`config.mk`:
```
export PLATFORM = sky130hd
export DESIGN_NAME = o_serdes_tx_ctrl
export DESIGN_NICKNAME = d
export VERILOG_FILES = /design/src/rtl/o_serdes_tx_ctrl.sv
export SDC_FILE = /design/constraint.sdc
export NUM_CORES = 1
export LEC_CHECK = 0
export CORE_MARGIN = 8
export CORE_UTILIZATION = 60
export DETAILED_ROUTE_END_ITERATION = 8
export PLACE_DENSITY = 0.85
export SLEW_MARGIN = 10
export SYNTH_ARGS = -nofsm -noshare
export SYNTH_HDL_FRONTEND = slang
export SYNTH_SLANG_ARGS = --single-unit
```
`constraint.sdc`:
```
create_clock -name i_clk_in -period 4.6 [get_ports i_clk_in]
set_clock_uncertainty 0.05 [all_clocks]
set_input_delay 0.92 -clock i_clk_in [delete_from_list [all_inputs] [get_ports i_clk_in]]
set_output_delay 0.92 -clock i_clk_in [all_outputs]
set_load 0.03 [all_outputs]
```
`src/rtl/o_serdes_tx_ctrl.sv`:
```
// O_SERDES transmit-lane sequencer: PLL lock -> warmup -> training -> user stream; 1-cycle decision latency, user data accepted once per word slot.
// Optional channel bonding (BOND_WAIT state, bond sync ports) is enabled with `define O_SERDES_TX_CTRL_BOND_EN.
module o_serdes_tx_ctrl #(
    parameter int               WIDTH         = 4,
    parameter int               WORD_PERIOD   = 4,
    parameter int               LOCK_WAIT     = 16,
    parameter int               TRAIN_WORDS   = 8,
    parameter logic [WIDTH-1:0] TRAIN_PATTERN = WIDTH'(4'b1010),
    parameter logic [WIDTH-1:0] IDLE_PATTERN  = '0
) (
    input  logic             i_clk_in,
    input  logic             i_rst,
    input  logic             i_enable,
    input  logic             i_pll_lock,
    input  logic [WIDTH-1:0] i_data_in,
    input  logic             i_data_valid,
    output logic             o_data_ready,
    output logic [WIDTH-1:0] o_d_out,
    output logic             o_load_word,
    output logic             o_oe,
    output logic             o_clk_en,
    output logic             o_link_up,
`ifdef O_SERDES_TX_CTRL_BOND_EN
    input  logic             i_channel_bond_sync_in,
    output logic             o_channel_bond_sync_out,
`endif
    output logic [7:0]       o_underrun_cnt
);

    typedef enum logic [2:0] {
        S_IDLE,
        S_WARMUP,
        S_TRAIN,
`ifdef O_SERDES_TX_CTRL_BOND_EN
        S_BOND_WAIT,
`endif
        S_RUN
    } state_t;

    localparam logic [3:0] PH_LAST = 4'(WORD_PERIOD - 1);
    localparam logic [7:0] LW_LAST = 8'(LOCK_WAIT - 1);
    localparam logic [7:0] TW_LAST = 8'(TRAIN_WORDS - 1);

    state_t           r_state;
    logic [3:0]       r_phase;
    logic [7:0]       r_wait_cnt;
    logic [7:0]       r_word_cnt;
    logic [7:0]       r_underrun;
    logic [WIDTH-1:0] r_d_out;
    logic             r_load_word;
    logic             r_oe;
    logic             r_clk_en;
    logic             r_link_up;
    logic             r_lock_meta;
    logic             r_lock_s;

    logic w_abort;
    logic w_slot;
    logic w_xfer;

    always_ff @(posedge i_clk_in or negedge i_rst) begin
        if (!i_rst) begin
            r_lock_meta <= 1'b0;
            r_lock_s    <= 1'b0;
        end else begin
            r_lock_meta <= i_pll_lock;
            r_lock_s    <= r_lock_meta;
        end
    end

`ifdef O_SERDES_TX_CTRL_BOND_EN
    logic r_bond_meta;
    logic r_bond_s;
    logic r_bond_out;

    always_ff @(posedge i_clk_in or negedge i_rst) begin
        if (!i_rst) begin
            r_bond_meta <= 1'b0;
            r_bond_s    <= 1'b0;
        end else begin
            r_bond_meta <= i_channel_bond_sync_in;
            r_bond_s    <= r_bond_meta;
        end
    end

    assign o_channel_bond_sync_out = r_bond_out;
`endif

    assign w_abort = !(i_enable && r_lock_s);
    assign w_slot  = (r_phase == PH_LAST);
    // Abort wins over a transfer: ready drops the same cycle the abort is seen.
    assign o_data_ready = (r_state == S_RUN) && w_slot && !w_abort;
    assign w_xfer       = o_data_ready && i_data_valid;

    always_ff @(posedge i_clk_in or negedge i_rst) begin
        if (!i_rst) begin
            r_state     <= S_IDLE;
            r_phase     <= 4'd0;
            r_wait_cnt  <= 8'd0;
            r_word_cnt  <= 8'd0;
            r_underrun  <= 8'd0;
            r_d_out     <= '0;
            r_load_word <= 1'b0;
            r_oe        <= 1'b0;
            r_clk_en    <= 1'b0;
            r_link_up   <= 1'b0;
`ifdef O_SERDES_TX_CTRL_BOND_EN
            r_bond_out  <= 1'b0;
`endif
        end else begin
            r_load_word <= 1'b0;
`ifdef O_SERDES_TX_CTRL_BOND_EN
            r_bond_out  <= 1'b0;
`endif
            if (r_state != S_IDLE && w_abort) begin
                r_state    <= S_IDLE;
                r_phase    <= 4'd0;
                r_wait_cnt <= 8'd0;
                r_word_cnt <= 8'd0;
                r_d_out    <= '0;
                r_oe       <= 1'b0;
                r_clk_en   <= 1'b0;
                r_link_up  <= 1'b0;
            end else begin
                case (r_state)
                    S_IDLE: begin
                        if (!w_abort) begin
                            r_state    <= S_WARMUP;
                            r_clk_en   <= 1'b1;
                            r_wait_cnt <= 8'd0;
                        end
                    end
                    S_WARMUP: begin
                        if (r_wait_cnt == LW_LAST) begin
                            r_state    <= S_TRAIN;
                            r_oe       <= 1'b1;
                            r_word_cnt <= 8'd0;
                            r_phase    <= 4'd0;
                        end else begin
                            r_wait_cnt <= r_wait_cnt + 8'd1;
                        end
                    end
                    S_TRAIN: begin
                        r_phase <= w_slot ? 4'd0 : r_phase + 4'd1;
                        if (w_slot) begin
                            r_d_out     <= TRAIN_PATTERN;
                            r_load_word <= 1'b1;
                            if (r_word_cnt == TW_LAST) begin
`ifdef O_SERDES_TX_CTRL_BOND_EN
                                r_state    <= S_BOND_WAIT;
                                r_bond_out <= 1'b1;
`else
                                r_state    <= S_RUN;
                                r_link_up  <= 1'b1;
`endif
                            end else begin
                                r_word_cnt <= r_word_cnt + 8'd1;
                            end
                        end
                    end
`ifdef O_SERDES_TX_CTRL_BOND_EN
                    S_BOND_WAIT: begin
                        r_phase <= w_slot ? 4'd0 : r_phase + 4'd1;
                        if (w_slot) begin
                            r_d_out     <= TRAIN_PATTERN;
                            r_load_word <= 1'b1;
                            if (r_bond_s) begin
                                r_state   <= S_RUN;
                                r_link_up <= 1'b1;
                            end
                        end
                    end
`endif
                    S_RUN: begin
                        r_phase <= w_slot ? 4'd0 : r_phase + 4'd1;
                        if (w_slot) begin
                            r_load_word <= 1'b1;
                            if (w_xfer) begin
                                r_d_out <= i_data_in;
                            end else begin
                                r_d_out <= IDLE_PATTERN;
                                if (r_underrun != 8'hFF) begin
                                    r_underrun <= r_underrun + 8'd1;
                                end
                            end
                        end
                    end
                    default: r_state <= S_IDLE;
                endcase
            end
        end
    end

    assign o_d_out        = r_d_out;
    assign o_load_word    = r_load_word;
    assign o_oe           = r_oe;
    assign o_clk_en       = r_clk_en;
    assign o_link_up      = r_link_up;
    assign o_underrun_cnt = r_underrun;

endmodule
```
Word level (Yosys, flattened, before mapping)
Cells that the tools add are included.
W data, S select, Z words.

word-level totals
  word-level logic and storage cells = 99
  flip-flop bits (word level) = 41
  input bits = 9

cells by class
  equal/unequal tests = 15
  muxes and demuxes = 37
  reductions and logical operators = 29
  bitwise logic cells = 2
  add/subtract/negate cells = 4

operators by type and width
  operator               number
  $mux W8                7
  $pmux W8 S2            2
  $mux W4                7
  $add A8 B1 Y8 const B  3
  $ne A3 B3 Y1 const B   6
  $pmux W4 S2            2
  $mux W3                5
  $reduce_bool A3 Y1     5
  $reduce_bool A2 Y1     7
  $mux W1                13
  $pmux W3 S4            1
  $reduce_and A5 Y1      2
  $reduce_and A3 Y1      3
  $eq A8 B3 Y1 const B   1
  $eq A8 B4 Y1 const B   1
  $ne A8 B8 Y1 const B   1
  $eq A3 B2 Y1 const B   2
  $reduce_and A2 Y1      3
  $logic_and A1 B1 Y1    5
  $add A4 B1 Y4 const B  1
  $eq A4 B2 Y1 const B   1
  $reduce_and A4 Y1      1
  $eq A3 B1 Y1 const B   1
  $logic_not A3 Y1       1
  5 further kinds        6

Logic depth before layout (Yosys ltp)
  word-level depth = 8
  depth in mapped cells = 9

Worst setup path before layout
OpenSTA, ideal clock, no wires.

  path kind = input port to flip-flop
  start = input i_enable
  end = register r_word_cnt[0]
  arrival = 2364 ps
  slack = 2061 ps
  data required time = 4425 ps
  cell stages on the path = 7
  cells stage by stage = nand2_1 > ha_1 > nand2b_1 > clkbuf_1 > nor2_1 > a2111o_1 > mux2_4

on the way
  word-level cells in the longest chain between the ends = 5

ends and longest elaborated chain
  element                                                                     RTL line  RTL
  start, declared                                                             13        input logic i_enable,
  $logic_and A1 B1 Y1 (*)                                                     89        assign w_abort = !(i_enable && r_lock_s);
  $logic_not A1 Y1 (*)                                                        89
  $logic_and A1 B1 Y1 (*)                                                     115       if (r_state != S_IDLE && w_abort) begin
  $ne A3 B3 Y1 (no source line) / $reduce_bool A3 Y1 (equally long branches)  -
  $reduce_and A4 Y1 (no source line)                                          -
  end signal, assigned                                                        157       r_word_cnt <= r_word_cnt + 8'd1;
  end, declared                                                               47        logic [7:0] r_word_cnt;

Mark *: on every way between the ends. The rest lies on a longest branch, timed or not.
A chain may end at the register's enable or synchronous reset.

Worst setup path in the final report
  start = input i_enable
  end = output o_data_ready

on the way
  word-level cells in the longest chain between the ends = 2

ends and longest elaborated chain
  element              RTL line  RTL
  $logic_and A1 B1 Y1  89
  $logic_and A1 B1 Y1  92        assign o_data_ready = (r_state == S_RUN) && w_slot && !w_abort;
  end, declared        17        output logic o_data_ready,

No other way between the ends.

==> results.md <==
- Status: finished, final reports clean
- Largest family of logic cells by synthesized area: simple AND/OR/NAND/NOR gates
- Worst slew pin tran: 0.852 ns
- FFs w/ async S/R, synth: 100%
- Total track usage: 16.3%
- Initial DRT Pass Iterations: 5
- Post-route DRC: 0
- Max Cap Violations: 0
- Hold Path Class: reg2reg
- Fin nets: 265
- Clock latency on the worst-skew pair: 0.30 ns
- Crit Path Category: in2out
- Final count of hold timing violations: 0
- Post-synth EDFFs: 0
- Vias in the first global route: 1748
- GRT overflow: 0
- Worst path bufs/invs: 2
- Vias per std cell: 5.90
- Number of port buffers: 25
- Part of the Yosys area used for sequential elements: 44.9%
- Area added between synthesis and finish: 17.3%
- Share of synthesized cell area in and, or, nand and nor gates: 21.8%
- Clock power frac: 24.8%
- Most frequent CP cell: clkdlybuf4s50_1
- Cell chosen for the clock root: clkbuf_8
- Die W: 77.0 um
- Crit end category: output port
- Final wirelength: 4520 um
- Largest net degree at the start of global routing: 41
- P_leak: 0.00121 uW
- Crit start category: primary input
- Row count: 22
- Cell taking the most area after synthesis: dfrtp_1
- Worst path max stage delay: 0.67 ns
- H-tree depth: 2
- CTS tree: done
- Hold buffer count at CTS: 0
- Initial Utilization: 61.9%
- YS warnings: 0
- Syn Area/Cell: 10.2 um2
- Ys flop type: dfrtp_1
- Gr busiest metal: met2
- Internal Power: 722 uW
- Max clock buf depth: 2
- Max Slew Vio Count: 0
- Via count: 1740
- Yosys top cell area share: 44.9%
- Yosys reg bits: 40
- Mapped Area: 2230 um2
- PostCTS Resize Cnt: 0
- Slowest stage cell, crit path: clkdlybuf4s50_1
- Mux contribution to synthesized area: 3.08%
- Crit-path cells: clkdlybuf4s50_1 > and3_1 > and2_1 > clkdlybuf4s50_1
- Share of cells above drive strength 1: 8.91%
- CP Max Fanout: 3
- Synth Area in Adders: 5.61%
- First-pass GRT wire length: 7980 um
- Main area contributors after synthesis: dfrtp_1, ha_1, nand2_1
- Setup TNS: 0 ns
- Synth Area in Compound Gates: 19.2%
- Die ar.: 5930 um2
- Peak supply drop: 0.000364 V
- Sequential power share: 35.8%
- Initial antenna violation count: 0
- Setup violators final: 0
- Met2 Use GR: 25.7%
- Period utilization: 74.0%
- Cells after Synth: 218
- Antenna Cells: 0
- PD cells: 434 nW/um2
- Clk slew on worst S/H paths: 0.07 ns
- Relative slew slack: 43.2%
- Core region area: 3610 um2
- RSZ-0062 raised after global routing: false
- Initial drt markers: 137
- CP top delay family: buffers and inverters
- Fmax: 294 MHz
- Layout Cells excl Fill: 295
- XOR/XNOR Fraction of Synth Area: 2.75%
- GR Util met1: 20.6%
- Part of the power in combinational logic: 39.4%
- Routed Antenna Nets: 0
- Crit path DAT: 2.43 ns
- Die Ht: 77.0 um
- Synth unique cells: 55
- Final Wtd Congestion: 0.866
- CTS buffer count: 5
- Cells after DPL: 287
- Syn Nets: 237
- Switching share of total power: 36.5%
- Crit path time final: 3.40 ns
- Hold WS: 0.303 ns
- WL/cell: 15.3 um
- Critical Path RT: 3.63 ns
- Switching power: 415 uW
- Post-detail-place hpwl: 3280 um
- Clk sinks: 40
- GRT met3 Usage: 3.38%
- Setup bufs post-CTS: 0
- I/O pins: 26
- Final core utilization: 72.6%
==> worst paths after layout <==
path / from / endpoint / slack [ns] / depth (start not counted)
setup reg to reg: r_state[0]$_DFFE_PN0P_ / r_word_cnt[0]$_DFFE_PN0P_ / 1.95 / 8
setup / recovery: i_enable / o_data_ready / 1.20 / 4
hold reg to reg: r_lock_meta$_DFF_PN0_ / r_lock_s$_DFF_PN0_ / 0.30 / 0
hold / removal: r_lock_meta$_DFF_PN0_ / r_lock_s$_DFF_PN0_ / 0.30 / 0
min in group asynchronous: i_rst / r_wait_cnt[0]$_DFFE_PN0P_ / 0.68 / 1
max in group asynchronous: i_rst / r_word_cnt[4]$_DFFE_PN0P_ / 3.28 / 1
==> metal layers <==
metal / vias up / routed length [um]
met4: 0 / 83
met2: 30 / 2140
met5: - / 0
li1: 860 / -
met3: 7 / 157
met1: 843 / 2130
==> cell usage in the layout, fill, tap and decap left out, types with 2 or more instances in the layout <==
master           synthesis  layout
o31ai_1                  4       4
and3_1                   8       8
nand2b_1                 3       3
mux2i_1                  2       2
nand2_1                 22      22
or3_1                    2       2
a31oi_1                  2       2
nor2_1                  10      10
o211ai_1                 2       2
xor2_1                   7       7
a32o_1                   2       2
a22o_1                   6       6
nand4_1                  3       3
clkbuf_8                 1       5
nand3_1                 11      11
o21a_1                   2       2
a21boi_0                 2       2
clkdlybuf4s50_1          0      24
mux2_2                   3       3
a21o_1                   2       2
nor3b_1                  3       3
inv_1                    9       9
nor4_1                   2       2
o21ai_0                 15      15
nor3_1                   9       9
ha_1                    10      10
nor2b_1                  3       3
a21oi_1                  5       5
dfrtp_1                 40      40
==> power groups by stage <==
stage	registers, uW	logic (uW)	clock network (uW)
CTS	407	449	286
global placement	413	437	0
finish	407	448	282
detailed placement	414	446	0
global route	413	502	296
floorplan	420	346	0
==> synthesized netlist by cell type, types with 2 or more instances <==
cell type,number
nor3b_1,3
o21ai_0,15
nand4_1,3
inv_1,9
o31ai_1,4
a21oi_1,5
a31oi_1,2
nor3_1,9
a21o_1,2
xor2_1,7
and3_1,8
nand2_1,22
nor4_1,2
a32o_1,2
nor2_1,10
a22o_1,6
clkbuf_1,2
o21a_1,2
mux2i_1,2
or3_1,2
mux2_2,3
ha_1,10
nand3_1,11
o211ai_1,2
nor2b_1,3
dfrtp_1,40
a21boi_0,2
nand2b_1,3
==> flip-flops by register name, summed over array words and instances (netlist names) <==
register	count
r_state	2
r_lock_s	1
r_phase	4
r_wait_cnt	8
r_lock_meta	1
o_d_out	4
o_underrun_cnt	8
o_link_up	1
r_word_cnt	8
o_clk_en	1
o_oe	1
o_load_word	1
==> stage by stage <==
step / power [uW] / setup slack [ns] / instance area (um2)
floorplan: 766 / 2.06 / 2230
global placement: 850 / 1.24 / 2510
detailed placement: 859 / 1.19 / 2510
CTS: 1140 / 1.18 / 2620
global route: 1210 / 1.13 / 2620
finish: 1140 / 1.20 / 2620
==> kinds of logic (layout without fill, tap and decap cells) <==
logic type / count (synthesis) / in the layout
AND/OR/NAND/NOR: 86 / 86
adder cells (fa/ha/maj): 10 / 10
multiplexers: 6 / 6
XOR/XNOR: 7 / 7
AO/OA/AOI/OAI: 56 / 56
buffers and inverters: 13 / 42
flip-flops: 40 / 40
==> cell type report <==
type | count | area [um2]
Multi-Input combinational cell | 165 | 1170
Sequential cell | 40 | 1000
Fill cell | 276 | 988
Timing Repair Buffer | 25 | 245
Clock buffer | 6 | 72.6
Tap cell | 48 | 60.1
Clock inverter | 2 | 35.0
Inverter | 9 | 33.8
==> worst register-to-register path: stages (launching register included) <==
cell	delay [ns]
dfrtp_1	0.38
inv_1	0.09
ha_1	0.27
inv_1	0.08
ha_1	0.41
nand2b_1	0.34
nor2_1	0.13
a2111o_1	0.47
mux2_4	0.31
Note: power is estimated with default switching activity, not from simulation.
